`config.mk`:
```
export PLATFORM = sky130hd
export DESIGN_NAME = prediction_argmax_flat
export DESIGN_NICKNAME = d
export VERILOG_FILES = /design/src/rtl/prediction_argmax_if.sv /design/src/rtl/prediction_argmax.sv /design/src/flat_wrapper.sv
export SDC_FILE = /design/constraint.sdc
export NUM_CORES = 1
export LEC_CHECK = 0
export ABC_CLOCK_PERIOD_IN_PS = 3500
export CORE_UTILIZATION = 50
export CTS_CLUSTER_DIAMETER = 60
export DETAILED_ROUTE_END_ITERATION = 7
export PLACE_DENSITY_LB_ADDON = 0.12
export REMOVE_ABC_BUFFERS = 1
export SLEW_MARGIN = 30
export SYNTH_ARGS = -nofsm -noshare
export SYNTH_HDL_FRONTEND = slang
export SYNTH_SLANG_ARGS = --single-unit
```
`constraint.sdc`:
```
create_clock -name clock -period 3.5 [get_ports clock]
set_input_delay 0.7 -clock clock [delete_from_list [all_inputs] [get_ports clock]]
set_output_delay 0.7 -clock clock [all_outputs]
set_load 0.02 [all_outputs]
```
`src/rtl/prediction_argmax_if.sv`:
```
// prediction_argmax_if: score stream in, argmax result stream out.
// master = score producer / result consumer, slave = argmax block.
interface prediction_argmax_if #(
    parameter int N_CLASSES = 10,
    parameter int DATA_W    = 16
);
    localparam int LABEL_W =
        ($clog2(N_CLASSES) < 1) ? 1 : $clog2(N_CLASSES);

    logic [DATA_W-1:0]  score_in;
    logic               score_in_valid;
    logic               score_in_ready;
    logic [LABEL_W-1:0] label_in;
    logic [LABEL_W-1:0] result_class;
    logic [DATA_W-1:0]  result_score;
    logic               result_correct;
    logic               result_valid;
    logic               result_ready;

    modport master (
        output score_in,
        output score_in_valid,
        output label_in,
        output result_ready,
        input  score_in_ready,
        input  result_class,
        input  result_score,
        input  result_correct,
        input  result_valid
    );

    modport slave (
        input  score_in,
        input  score_in_valid,
        input  label_in,
        input  result_ready,
        output score_in_ready,
        output result_class,
        output result_score,
        output result_correct,
        output result_valid
    );
endinterface

```
`src/rtl/prediction_argmax.sv`:
```
// prediction_argmax: per-frame argmax over N_CLASSES score beats,
// label match flag and saturating frame/mispredict statistics.
// Ports: clock, reset_n (async, active low), flush (drop partial
// frame), clear_stats, sif (score stream in / result out),
// total_count, mispred_count.
module prediction_argmax #(
    parameter int N_CLASSES = 10,
    parameter int DATA_W    = 16,
    parameter int SIGNED    = 1,
    parameter int CNT_W     = 16,
    localparam int LABEL_W  =
        ($clog2(N_CLASSES) < 1) ? 1 : $clog2(N_CLASSES)
) (
    input  logic               clock,
    input  logic               reset_n,
    input  logic               flush,
    input  logic               clear_stats,
    prediction_argmax_if.slave sif,
    output logic [CNT_W-1:0]   total_count,
    output logic [CNT_W-1:0]   mispred_count
);

    typedef enum logic {
        ACCUM = 1'b0,
        HOLD  = 1'b1
    } state_t;

    localparam logic [LABEL_W-1:0] LAST =
        LABEL_W'(N_CLASSES - 1);
    localparam logic [LABEL_W:0] N_LIM =
        (LABEL_W+1)'(N_CLASSES);
    localparam logic [CNT_W-1:0] CNT_MAX = '1;

    state_t             state;
    logic [LABEL_W-1:0] beat_cnt;
    logic [LABEL_W-1:0] best_idx;
    logic [LABEL_W-1:0] label_q;
    logic [DATA_W-1:0]  best_score;
    logic               correct_q;
    logic               ready_q;
    logic               valid_q;

    logic               accept;
    logic               first;
    logic               last;
    logic               greater;
    logic               take;
    logic [LABEL_W-1:0] nxt_idx;
    logic               label_ok;
    logic               fin_correct;
    logic               frame_done;

    // ready_q is only 1 in ACCUM, so it also qualifies the state
    assign accept = ready_q && sif.score_in_valid && !flush;
    assign first  = (beat_cnt == '0);
    assign last   = (beat_cnt == LAST);

    always_comb begin
        greater = 1'b0;
        if (SIGNED != 0)
            greater = $signed(sif.score_in) > $signed(best_score);
        else
            greater = sif.score_in > best_score;
    end

    // strict compare keeps the lower index on ties
    assign take    = first || greater;
    assign nxt_idx = take ? beat_cnt : best_idx;

    // labels outside the class range can never match
    assign label_ok    = {1'b0, label_q} < N_LIM;
    assign fin_correct = label_ok && (nxt_idx == label_q);
    assign frame_done  = accept && last;

    always_ff @(posedge clock or negedge reset_n) begin
        if (!reset_n) begin
            state      <= ACCUM;
            beat_cnt   <= '0;
            best_idx   <= '0;
            best_score <= '0;
            label_q    <= '0;
            correct_q  <= 1'b0;
            ready_q    <= 1'b0;
            valid_q    <= 1'b0;
        end else begin
            unique case (state)
                ACCUM: begin
                    ready_q <= 1'b1;
                    if (flush) begin
                        beat_cnt <= '0;
                    end else if (accept) begin
                        if (take) begin
                            best_score <= sif.score_in;
                            best_idx   <= beat_cnt;
                        end
                        if (first)
                            label_q <= sif.label_in;
                        if (last) begin
                            beat_cnt  <= '0;
                            state     <= HOLD;
                            ready_q   <= 1'b0;
                            valid_q   <= 1'b1;
                            correct_q <= fin_correct;
                        end else begin
                            beat_cnt <= beat_cnt + 1'b1;
                        end
                    end
                end
                HOLD: begin
                    if (valid_q && sif.result_ready) begin
                        state   <= ACCUM;
                        valid_q <= 1'b0;
                        ready_q <= 1'b1;
                    end
                end
                default: begin
                    state   <= ACCUM;
                    valid_q <= 1'b0;
                    ready_q <= 1'b0;
                end
            endcase
        end
    end

    // statistics: clear has priority over a frame completing
    always_ff @(posedge clock or negedge reset_n) begin
        if (!reset_n) begin
            total_count   <= '0;
            mispred_count <= '0;
        end else if (clear_stats) begin
            total_count   <= '0;
            mispred_count <= '0;
        end else if (frame_done) begin
            if (total_count != CNT_MAX)
                total_count <= total_count + 1'b1;
            if (!fin_correct && mispred_count != CNT_MAX)
                mispred_count <= mispred_count + 1'b1;
        end
    end

    assign sif.score_in_ready = ready_q;
    assign sif.result_valid   = valid_q;
    assign sif.result_class   = best_idx;
    assign sif.result_score   = best_score;
    assign sif.result_correct = correct_q;

endmodule

```
`src/flat_wrapper.sv`:
```
// flat-port wrapper written by rule: the top's interface ports become plain ports
module prediction_argmax_flat 
#(
    parameter int N_CLASSES = 10,
    parameter int DATA_W    = 16,
    parameter int SIGNED    = 1,
    parameter int CNT_W     = 16,
    localparam int LABEL_W  =
        ($clog2(N_CLASSES) < 1) ? 1 : $clog2(N_CLASSES)
)
  (clock, reset_n, flush, clear_stats, total_count, mispred_count, sif_score_in, sif_score_in_valid, sif_label_in, sif_result_ready, sif_score_in_ready, sif_result_class, sif_result_score, sif_result_correct, sif_result_valid);
  prediction_argmax_if #(.N_CLASSES(N_CLASSES), .DATA_W(DATA_W)) sif_i ();
  input  logic clock;
  input  logic reset_n;
  input  logic flush;
  input  logic clear_stats;
  output logic [CNT_W-1:0] total_count;
  output logic [CNT_W-1:0] mispred_count;
  input wire logic [$bits(sif_i.score_in)-1:0] sif_score_in;
  input wire logic [$bits(sif_i.score_in_valid)-1:0] sif_score_in_valid;
  input wire logic [$bits(sif_i.label_in)-1:0] sif_label_in;
  input wire logic [$bits(sif_i.result_ready)-1:0] sif_result_ready;
  output wire logic [$bits(sif_i.score_in_ready)-1:0] sif_score_in_ready;
  output wire logic [$bits(sif_i.result_class)-1:0] sif_result_class;
  output wire logic [$bits(sif_i.result_score)-1:0] sif_result_score;
  output wire logic [$bits(sif_i.result_correct)-1:0] sif_result_correct;
  output wire logic [$bits(sif_i.result_valid)-1:0] sif_result_valid;
  assign sif_i.score_in = sif_score_in;
  assign sif_i.score_in_valid = sif_score_in_valid;
  assign sif_i.label_in = sif_label_in;
  assign sif_i.result_ready = sif_result_ready;
  assign sif_score_in_ready = sif_i.score_in_ready;
  assign sif_result_class = sif_i.result_class;
  assign sif_result_score = sif_i.result_score;
  assign sif_result_correct = sif_i.result_correct;
  assign sif_result_valid = sif_i.result_valid;
  prediction_argmax #(.N_CLASSES(N_CLASSES), .DATA_W(DATA_W), .SIGNED(SIGNED), .CNT_W(CNT_W)) u_core (.clock(clock), .reset_n(reset_n), .flush(flush), .clear_stats(clear_stats), .sif(sif_i), .total_count(total_count), .mispred_count(mispred_count));
endmodule
```
==> results_dict.tcl <==
set metrics [dict create \
    status "finished, final reports clean" \
    total_power_mw 2.31 \
    dieArea_mm2 0.00729 \
    synth_flop_cell "dfrtp_1" \
    grt_pass1_wl_um 14100 \
    path_delay_family "simple AND/OR/NAND/NOR gates" \
    cap_violations 0 \
    clock_path_buffers 2 \
    core-area_mm2 0.00676 \
    pwr-share-clk_pct 34.3 \
    end_kind "flip-flop" \
    antenna_found_initial 0 \
    required_ns 3.78 \
    nets 515 \
    h-tree-depth 3 \
    grt_max_degree 65 \
    first_iter_violations 171 \
    routed_wl_um 8700 \
    portBuffers 80 \
    cts_hold_buf 0 \
    critical_path_buf_inv_count 2 \
    die_w_um 85.4 \
    yosysSeqAreaShare_pct 46.1 \
    wl_per_cell_um 15.7 \
    gp_congestion 0.785 \
    tritoncts "yes" \
    placed_area_mm2 0.00447 \
    seqPwrFrac_pct 37.0 \
    syn_area_mm2 0.00347 \
    cts-root-buf "clkbuf_8" \
    finalMaxSlewViolations 0 \
    drc 0 \
    worst_pin_slew_ns 0.510 \
    rows 30 \
    async_flop_share_pct 100 \
    hold_class "in2async" \
    fin_cells 553 \
    ys_types 46 \
    die_h_um 85.4 \
    slew_headroom_pct 65.5 \
    rrSetupSlack_ns 0.29 \
    start_util_pct 51.4 \
    synth-seq-cells 64 \
    p_int_mw 1.63 \
    drtPass1Iterations 4 \
    critPathArrivalTime_ns 3.67 \
    max_stage_delay_ns 0.48 \
    post-route-period-util_pct 96.9 \
    grt.total_usage_pct 25.0 \
    critPathKind "in2reg" \
    fmax_mhz 295 \
    path_cells "dlygate4sd2_1, ha_1, and4_4, a311oi_2, and3b_4, mux2i_4, mux2i_1, o22ai_2, o21ai_4, buf_12, or4_4, a21oi_2" \
    grt_use_met3_pct 4.96 \
    reg2reg_to "u_core.mispred_count[11]" \
    clk_latency_ns 0.35 \
    areaGrowthSynthToFinish_pct 44.5 \
    diodes 0 \
    p_sw_uw 686 \
    busiest_layer "met2" \
    syn_inst 364 \
    finalCriticalPeriod_ns 3.39 \
    nFillCells 502 \
    combPwrFrac_pct 28.7 \
    synth_edf_count 0 \
    avgViaCountPerCell 5.61 \
    ant_nets 0 \
    rr_worst_depth 13 \
    met2_usage_pct 41.3 \
    swShare_pct 29.7 \
    p_leak_nw 2.20 \
    mostFrequentLayoutCells "dfrtp_1 (64), clkdlybuf4s50_1 (63), nand2_1 (43)" \
    clock_sinks 64 \
    design_area_mm2 0.00502 \
    path_max_fanout 6 \
    boundaryPins 81 \
    r2r_start "u_core.sif.result_score[5]" \
    power.density_mw_per_mm2 461 \
    dp_cells 528 \
    finalHoldViolations 0 \
    drive_gt1_share_pct 17.1 \
    avgSynthCellArea_um2 9.55 \
    layout_commonest_cell "dfrtp_1" \
    cp-start-kind "input port" \
    vias 3101 \
    cts.clk_slew.worst_paths_ns 0.07 \
    synth-warning-count 0 \
    setup_viol 0 \
    peakVddDrop_mv 0.308 \
    hpwlAfterDp_um 5800 \
    met1_usage_pct 32.0 \
    skew_ns 0.00643 \
    first_global_vias 3042 \
    cp_slowest_cell "or4_4" \
    numCtsBuffers 9 \
    overflow 0 \
]
==> worst max-delay path by stage <==
stage                           startpoint                    endpoint  slack [ns]  cells past startpoint
after global placement    sif_score_in[11]    u_core.mispred_count[15]       -0.32                     12
after floorplan           sif_score_in[15]  u_core.sif.result_score[0]        0.13                      8
after CTS                  sif_score_in[8]    u_core.mispred_count[15]       0.006                     12
after detailed placement   sif_score_in[7]    u_core.mispred_count[15]       -0.45                     13
final                     sif_score_in[13]    u_core.mispred_count[11]        0.11                     12
after global routing       sif_score_in[1]     u_core.mispred_count[9]      -0.006                     15
==> routing by layer <==
metal | routed length (um) | up-vias | part of all wire, %
met2 | 4350 | 83 | 50
li1 | - | 1498 | -
met4 | 133 | 0 | 1.5
met3 | 403 | 11 | 4.6
met1 | 3810 | 1509 | 44
met5 | 0 | - | 0
==> power groups by stage <==
stage / Combinational [mW] / Clock, mW / Sequential, mW
2_1_floorplan: 0.244 / 0 / 0.917
3_3_place_gp: 0.547 / 0 / 0.863
3_5_place_dp: 0.561 / 0 / 0.865
4_1_cts: 0.612 / 0.803 / 0.853
5_1_grt: 0.733 / 0.836 / 0.862
6_report: 0.665 / 0.793 / 0.855
==> cell families (layout without fill, tap and decap cells) <==
| family | Yosys count | count (layout) | share of synthesized area, % |
|---|---|---|---|
| DFF | 64 | 64 | 46.1 |
| AOI/OAI and AO/OA | 77 | 77 | 14.1 |
| xor gates and xnor gates | 18 | 18 | 4.54 |
| and+or+nand+nor | 134 | 134 | 18.7 |
| muxes | 15 | 15 | 5.01 |
| buffers and inverters | 35 | 144 | 4.03 |
| adders and majority gates | 21 | 21 | 7.56 |
==> synth_stat cells, types with 2 or more instances <==
cell	instances	area share, %
nor2_1	35	3.8
ha_1	21	7.6
o211ai_1	2	0.43
or3_1	11	2.0
clkbuf_1	7	0.76
o2111ai_1	4	1.0
mux2_2	9	2.9
inv_1	25	2.7
xnor2_1	3	0.76
and3_1	5	0.90
o31ai_1	4	0.86
o221a_2	2	0.65
nand2_1	44	4.8
or4_1	4	0.86
xor2_1	15	3.8
o21ai_0	27	3.9
and4_1	4	1.0
a21oi_1	20	2.9
dfrtp_1	64	46
o21ai_1	6	0.86
nand3_1	12	1.7
nor3_1	3	0.43
nand4_1	8	1.4
and2_1	2	0.36
a211oi_1	2	0.43
mux2i_1	5	1.4
==> state kept, by name (all words and copies together), names as in the netlist <==
signal	cells
u_core.total_count	16
u_core.beat_cnt	4
u_core.sif.result_class	4
u_core.mispred_count	16
u_core.sif.result_correct	1
u_core.sif.result_score	16
u_core.label_q	4
u_core.sif.score_in_ready	1
u_core.state	1
u_core.sif.result_valid	1
==> metrics by stage <==
stage	hold WS (ns)	setup slack [ns]	util, %	TNS, ns
final	0.350	0.109	74.3	0
after global routing	0.371	-0.00556	74.3	-0.0110
after CTS	0.369	0.00569	71.9	0
after detailed placement	0.497	-0.449	66.1	-5.22
after global placement	0.491	-0.321	66.1	-3.64
after floorplan	0.404	0.128	-	0
==> timing repair <==
item                                    CTS  global route
setup buffers                             4             3
gates resized for setup                  19            27
endpoints found under the setup margin    5            16
pin swaps                                10            15
cloned                                    2             0
==> area by class of cell <==
class                      count  area [um2]  area share (%)
multi-input combinational    265        1910            38.0
sequential                    64        1600            31.9
timing repair buffer         103        1070            21.3
clock buffer                  11         141            2.82
clock inverter                 5         104            2.07
tap                           80         100            1.99
inverter                      25        93.8            1.87
Power figures use the tool's default switching activity.
